===== src/rtl/aurora_reset_sequencer.sv =====
// ============================================================================
// aurora_reset_sequencer
//
// Purpose:
//   Drives the reset pins of an Aurora 64B/66B core in the order the core
//   expects: reset_pb is raised first, pma_init is pulsed while reset_pb is
//   held, and reset_pb is released some time after pma_init falls. The three
//   phase lengths are parameters. The block can run one sequence on its own
//   when resetn deasserts, reports busy/done, and counts the sequences it
//   starts.
//
//   Optional feature macro: AURORA_RESET_WATCHDOG_EN
//     When defined, the block waits for channel_up after each sequence. If
//     channel_up does not arrive within UP_TIMEOUT_CYCLES clocks, the whole
//     sequence runs again, with no limit on the number of retries. When the
//     macro is undefined, channel_up is ignored and no timeout counter is
//     built.
//
// Ports:
//   clock         in   system clock, all logic on the rising edge
//   resetn        in   asynchronous active-low block reset
//   resetn_in     in   synchronous active-low sequence request (level, IDLE only)
//   channel_up    in   Aurora channel_up (watchdog build only)
//   reset_pb_out  out  Aurora reset_pb, active high
//   pma_init_out  out  Aurora pma_init, active high
//   busy          out  high whenever the sequencer is not idle
//   seq_done      out  one-cycle pulse when a sequence completes
//   seq_count     out  sequences started since resetn, saturating at 255
// ============================================================================
module aurora_reset_sequencer #(
    parameter int unsigned CNT_W             = 32,
    parameter int unsigned PB_LEAD_CYCLES    = 128,
    parameter int unsigned PMA_HOLD_CYCLES   = 1000000,
    parameter int unsigned PB_TRAIL_CYCLES   = 10000,
    parameter bit          AUTO_START        = 1'b1,
    parameter int unsigned UP_TIMEOUT_CYCLES = 2000000
) (
    input  logic       clock,
    input  logic       resetn,
    input  logic       resetn_in,
    input  logic       channel_up,
    output logic       reset_pb_out,
    output logic       pma_init_out,
    output logic       busy,
    output logic       seq_done,
    output logic [7:0] seq_count
);

    // The phase counter counts down to zero and the phase ends on the edge
    // after it reaches zero, so each phase loads N-1. A length of 0 loads 0
    // and therefore lasts one clock.
    localparam logic [CNT_W-1:0] LEAD_LOAD  =
        (PB_LEAD_CYCLES  > 1) ? CNT_W'(PB_LEAD_CYCLES  - 1) : '0;
    localparam logic [CNT_W-1:0] HOLD_LOAD  =
        (PMA_HOLD_CYCLES > 1) ? CNT_W'(PMA_HOLD_CYCLES - 1) : '0;
    localparam logic [CNT_W-1:0] TRAIL_LOAD =
        (PB_TRAIL_CYCLES > 1) ? CNT_W'(PB_TRAIL_CYCLES - 1) : '0;

`ifdef AURORA_RESET_WATCHDOG_EN
    localparam logic [CNT_W-1:0] UP_LOAD =
        (UP_TIMEOUT_CYCLES > 1) ? CNT_W'(UP_TIMEOUT_CYCLES - 1) : '0;

    typedef enum logic [2:0] {
        IDLE,
        PB_LEAD,
        PMA_HOLD,
        PB_TRAIL,
        WAIT_UP
    } state_t;
`else
    typedef enum logic [1:0] {
        IDLE,
        PB_LEAD,
        PMA_HOLD,
        PB_TRAIL
    } state_t;

    // channel_up and the timeout only matter in the watchdog build.
    logic unused_watchdog;
    assign unused_watchdog = channel_up ^ (UP_TIMEOUT_CYCLES != 0);
`endif

    localparam state_t RESET_STATE = AUTO_START ? PB_LEAD : IDLE;

    state_t           state, state_nxt;
    logic [CNT_W-1:0] cnt, cnt_nxt;
    logic             pb_nxt;
    logic             pma_nxt;
    logic             done_nxt;
    logic             busy_nxt;
    logic [7:0]       count_nxt;
    logic             count_up;

    // An auto-started sequence counts as started on the first edge after
    // reset releases. This flag carries that one deferred increment.
    logic             auto_pending;

    // Next-state and next-output logic. Every output is computed here for the
    // following cycle and registered below, so the core sees clean levels.
    always_comb begin
        state_nxt = state;
        cnt_nxt   = cnt;
        pb_nxt    = reset_pb_out;
        pma_nxt   = pma_init_out;
        done_nxt  = 1'b0;
        count_up  = auto_pending;

        case (state)
            IDLE: begin
                pb_nxt  = 1'b0;
                pma_nxt = 1'b0;
                if (!resetn_in) begin
                    state_nxt = PB_LEAD;
                    pb_nxt    = 1'b1;
                    cnt_nxt   = LEAD_LOAD;
                    count_up  = 1'b1;
                end
            end

            PB_LEAD: begin
                if (cnt == '0) begin
                    state_nxt = PMA_HOLD;
                    pma_nxt   = 1'b1;
                    cnt_nxt   = HOLD_LOAD;
                end else begin
                    cnt_nxt = cnt - 1'b1;
                end
            end

            PMA_HOLD: begin
                if (cnt == '0) begin
                    state_nxt = PB_TRAIL;
                    pma_nxt   = 1'b0;
                    cnt_nxt   = TRAIL_LOAD;
                end else begin
                    cnt_nxt = cnt - 1'b1;
                end
            end

            PB_TRAIL: begin
                if (cnt == '0) begin
                    pb_nxt = 1'b0;
`ifdef AURORA_RESET_WATCHDOG_EN
                    state_nxt = WAIT_UP;
                    cnt_nxt   = UP_LOAD;
`else
                    state_nxt = IDLE;
                    done_nxt  = 1'b1;
`endif
                end else begin
                    cnt_nxt = cnt - 1'b1;
                end
            end

`ifdef AURORA_RESET_WATCHDOG_EN
            // channel_up wins over a timeout that expires on the same edge.
            WAIT_UP: begin
                if (channel_up) begin
                    state_nxt = IDLE;
                    done_nxt  = 1'b1;
                end else if (cnt == '0) begin
                    state_nxt = PB_LEAD;
                    pb_nxt    = 1'b1;
                    cnt_nxt   = LEAD_LOAD;
                    count_up  = 1'b1;
                end else begin
                    cnt_nxt = cnt - 1'b1;
                end
            end
`endif

            default: begin
                state_nxt = IDLE;
                pb_nxt    = 1'b0;
                pma_nxt   = 1'b0;
            end
        endcase

        busy_nxt  = (state_nxt != IDLE);
        count_nxt = (count_up && (seq_count != 8'hFF)) ? seq_count + 8'd1 : seq_count;
    end

    // State and output registers. Reset holds the core in reset_pb with
    // pma_init low and preloads the lead phase so auto-start begins on release.
    always_ff @(posedge clock or negedge resetn) begin
        if (!resetn) begin
            state        <= RESET_STATE;
            cnt          <= LEAD_LOAD;
            reset_pb_out <= 1'b1;
            pma_init_out <= 1'b0;
            busy         <= AUTO_START;
            seq_done     <= 1'b0;
            seq_count    <= 8'd0;
            auto_pending <= AUTO_START;
        end else begin
            state        <= state_nxt;
            cnt          <= cnt_nxt;
            reset_pb_out <= pb_nxt;
            pma_init_out <= pma_nxt;
            busy         <= busy_nxt;
            seq_done     <= done_nxt;
            seq_count    <= count_nxt;
            auto_pending <= 1'b0;
        end
    end

endmodule


===== config.mk =====
export PLATFORM = sky130hd
export DESIGN_NAME = aurora_reset_sequencer
export DESIGN_NICKNAME = d
export VERILOG_FILES = /design/src/rtl/aurora_reset_sequencer.sv
export SDC_FILE = /design/constraint.sdc
export NUM_CORES = 1
export LEC_CHECK = 0
export ABC_AREA = 1
export CORE_ASPECT_RATIO = 1.2
export CORE_UTILIZATION = 60
export DETAILED_ROUTE_END_ITERATION = 16
export PLACE_DENSITY_LB_ADDON = 0.25
export SYNTH_ARGS = -nofsm -noshare
export SYNTH_HDL_FRONTEND = slang
export SYNTH_SLANG_ARGS = --single-unit

===== constraint.sdc =====
create_clock -name clock -period 2.2 [get_ports clock]
set_input_delay 0.44 -clock clock [delete_from_list [all_inputs] [get_ports clock]]
set_output_delay 0.44 -clock clock [all_outputs]
set_load 0.05 [all_outputs]

# --- Yosys cells after proc, flatten, opt, wreduce, memory -nomap -nowiden ---
# Cells that the tools add are included.
classes:
  add_sub_neg: 2
  eq_ne: 9
  n_mux: 19
  reduce_logical: 9
op_table:
  columns: ["cell", "n"]
  rows:
  - ["32-bit two-way mux", 4]
  - ["32-bit case mux with 4 select lines", 1]
  - ["32-bit logical NOT", 1]
  - ["32-bit by 1-bit subtractor with 32-bit output, second input constant", 1]
  - ["2-bit != test, second input constant", 5]
  - ["8-bit by 1-bit adder with 8-bit output, second input constant", 1]
  - ["2-bit two-way mux", 4]
  - ["8-bit != test, second input constant", 1]
  - ["2-bit case mux with 4 select lines", 1]
  - ["1-bit two-way mux", 7]
  - ["2-bit == test, second input constant", 2]
  - ["2-bit AND reduction", 2]
  - ["2-bit nonzero test", 2]
  - ["1-bit case mux with 3 select lines", 1]
  - ["3-bit AND reduction", 1]
  - ["3-bit nonzero test", 1]
  - ["2-bit by 1-bit == test with 1-bit output, second input constant", 1]
  - ["2-bit logical NOT", 1]
  - ["1-bit case mux with 2 select lines", 1]
  - ["1-bit logical AND", 1]
word_totals:
  ff_bits: 47
  inputBits: 4
  wordCells: 47

# --- Logic depth before layout (Yosys ltp) ---
depth:
  word_depth: 4
  ltp_mapped: 12
  ltp_nobuf: 12

# --- Worst setup path before layout ---
# OpenSTA, ideal clock, no wires.
synth_path:
  path_kind: "flip-flop to flip-flop"
  startpoint: "register seq_count[0]"
  endpoint: "register seq_count[5]"
  setup_time_ns: 0.145
  t_arrival_ns: 1.708
  required_ns: 2.055
  slack_ns: 0.347
  stages_incl_launch_ff: 10
  n_path_buf: 0
  synth_period_minus_slack_ns: 1.853
  path_cell_list: "dfrtp_1 > ha_1 > nand4_1 > nor2_1 > nand3_1 > nand2_1 > inv_1 > nand2_1 > nor2_1 > xor2_1"
synth_via:
  elab_chain_cells: 2
  word_cells_on_any_way: 3
  cone_classes: "1 x add/sub; 1 x eq/ne; 1 x reduce/logical"
synth_lines:
  columns: ["element", "line", "text"]
  rows:
  - ["start, declared", "46", "output logic [7:0] seq_count"]
  - ["start signal, assigned", "202", "seq_count <= count_nxt;"]
  - ["branches (longest 2 deep; another with 8-bit by 1-bit adder with 8-bit output)", null, null]
# Several ways; the timed one is not identified.
# A chain may end at the register's enable or synchronous reset.

# --- Worst setup path after layout ---
layout_path:
  startpoint: "register busy"
  endpoint: "output busy"
layout_rtl:
  columns: ["element", "line", "text"]
  rows:
  - ["start, declared", "44", "output logic busy,"]
  - ["start signal, assigned", "200", "busy <= busy_nxt;"]
# No word-level cell between the ends.

==> results.tsv <==
metric	value	unit
Critical Path Sink Type	primary output	
post-CTS sizing	0	
Area growth syn-to-layout	10.7	%
Max stage delay on crit path	0.78	ns
P per Cell Area	1000	nW/um^2
first-pass GRT wire length	11300	um
hold buffer count at cts	0	
IO Count	16	
post-synthesis simple-gate area fraction	35.8	%
mux share of post-synthesis cell area	0	%
clk slew on worst S/H paths	0.09	ns
fin cells	466	
final period utilization	93.3	%
area of the multi-input gates	1470	sq um
Yosys reg bits	47	
fraction of the mapped netlist area in compound gates	7.23	%
initial antenna violation count	0	
largest family of logic cells by synthesized area	simple AND/OR/NAND/NOR gates	
Max FO, Critical Path	1	
Synth Area in Adders	0.865	%
GRT Util Overall	29.5	%
critical path's top delay family	buffers and inverters	
Power, Total	0.00320	W
Final Max Slew Viols	0	
vias in the first global route	2468	
largest net degree at the start of global routing	48	
CTS tree	done	
total gr overflow	0	
starting density of the core	62.9	%
Die Span Y	78.0	um
P_leak	1.61	nW
CP cell instances	clkdlybuf4s50_1	
DP Worst Slack	0.199	ns
clock latency on the worst-skew pair	0.31	ns
die area	5100	sq um
First-pass DRT Iterations	5	
Cells after DPL	458	
ratio of cells with drive above 1 in the final layout	14.5	%
syn nets	391	
Period minus WS final	2.05	ns
clock sink count	47	
post-synth cell types	37	
Routed WL	6710	um
area of the core	4590	sq um
final hold violation count	0	
CP max-delay cell	clkdlybuf4s50_1	
Critical Path End	busy	
Rel. slew slack	60.1	%
share of synthesized flip-flops with an asynchronous set or reset	100	%
CP Depth	1	
CP Data Required Time	1.76	ns
Setup crit start	busy	
sequential cell area fraction in the yosys report	41.2	%
number of enable flip-flop cells after synthesis	0	
Final setup violation count	0	
gpl congestion	0.909	
max-cap viol count	0	
antenna cells	0	
H-tree Lvls	2	
cells after synthesis	385	
drt via density	5.56	
critical path type	reg -> out	
Longest Clk Path Bufs	2	
Top FF cell, synth	dfrtp_1	
unrepaired setup endpoints after global routing	false	
clock skew	0.00835	ns
routed vias	2592	
RR Startpoint	cnt[0]	
status	completed	
Nets	413	
Rows	27	
postcts setup bufs	0	
startpoint types	flop	
commonest non-fill, non-tap cell in the layout	nand2_1	
I/O Buffers	14	
filler instances	391	
final HPWL from detailed placement	5000	um
Worst Tran Pin Value	0.599	ns
XOR/XNOR Fraction of Synth Area	6.66	%
Fmax achieved	0.487	GHz
Antenna Nets Post-Route	0	
r2r endpoint	cnt[4]	
CTS Buf Count	5	
worst vdd ir	0.915	mV
DR WL/cell	14.4	um
Finished Cell Area	3200	sq um
drt drc	0	
min-delay worst type	in -> async	
Worst R2R Path Depth	10	
placed inst area	3100	sq um
Clk Tree Root Cell	clkbuf_8	
final setup TNS	0	ns
Initial DRC Count	260	
Buffers & Inverters on Critical Path	1	
Avg Inst Size Synth	7.51	sq um
Arr. time, crit path	1.61	ns
R2R Setup Slk	0.15	ns
most frequent cells in the layout	nand2_1 (105), nor2_1 (60), inv_1 (48), dfrtp_1 (36), nand3_1 (20)	
Final Worst Setup Slack	0.147	ns
cell area after synthesis	2890	sq um
Register Area	1190	sq um
Die Span X	65.4	um
Ys Warns	0	
==> worst min-delay path by stage <==
stage | startpoint | slack, ns | endpoint
global route | resetn | 0.28 | seq_count[5]
CTS | resetn | 0.24 | cnt[24]
detailed placement | reset_pb_out | 0.47 | reset_pb_out
floorplan | resetn | 0.14 | cnt[10]
finish | resetn | 0.22 | cnt[14]
global placement | reset_pb_out | 0.46 | reset_pb_out
==> final cells by class <==
| type | count | area share (%) |
|---|---|---|
| Multi-Input combinational cell | 281 | 45.8 |
| Sequential cell | 47 | 37.2 |
| Inverter | 53 | 6.25 |
| Timing Repair Buffer | 19 | 5.31 |
| Clock buffer | 7 | 3.01 |
| Tap cell | 58 | 2.27 |
| Clock inverter | 1 | 0.234 |
==> state kept, by name, indices dropped and copies added, names as in the netlist <==
register	cells
cnt	32
seq_count	8
state	2
auto_pending	1
busy	1
pma_init_out	1
reset_pb_out	1
seq_done	1
==> metal layers <==
| metal | GRT usage (%) | up-vias | part of all wire [%] |
|---|---|---|---|
| met5 | 0 | - | 0 |
| met4 | 13.7 | 0 | 3.9 |
| met3 | 6.69 | 25 | 6.0 |
| met2 | 47.4 | 108 | 48 |
| met1 | 37.4 | 1216 | 42 |
| li1 | - | 1243 | - |
==> logic make-up after synthesis <==
kind of cell             after synthesis
flip-flops                            47
XOR/XNOR                              22
AO/OA/AOI/OAI                         32
AND/OR/NAND/NOR                      224
other                                  1
adder cells (fa/ha/maj)                2
buffers and inverters                 57
==> synth_stat cells (3+ instances only) <==
cell type	n	share of area, %
nand2_4	3	1.2
o2111ai_1	4	1.2
nor2_4	6	2.3
dfstp_2	11	10
nand2_1	105	14
xnor2_1	5	1.5
nor2_2	6	1.3
nand2_2	4	0.87
o21ai_1	9	1.6
o21ai_0	10	1.7
nor2_1	60	7.8
nor3_1	5	0.87
dfrtp_1	36	31
xor2_1	17	5.1
inv_1	48	6.2
nand3_1	20	3.5
nand4_1	9	1.9
o21ai_2	3	0.91
inv_2	4	0.52
==> report_power, final <==
group / internal, W / switching, W
Sequential: 0.00114 / 0.000268
Clock: 0.000286 / 0.000300
Combinational: 0.000435 / 0.000770
==> through the flow <==
| step | util (%) | hold slack, ns |
|---|---|---|
| 4_1_cts | 69.7 | 0.242 |
| 3_3_place_gp | 67.4 | 0.459 |
| 2_1_floorplan | - | 0.144 |
| 3_5_place_dp | 67.4 | 0.474 |
| 6_report | 69.7 | 0.220 |
| 5_1_grt | 69.7 | 0.277 |
Note: power is estimated with default switching activity, not from simulation.
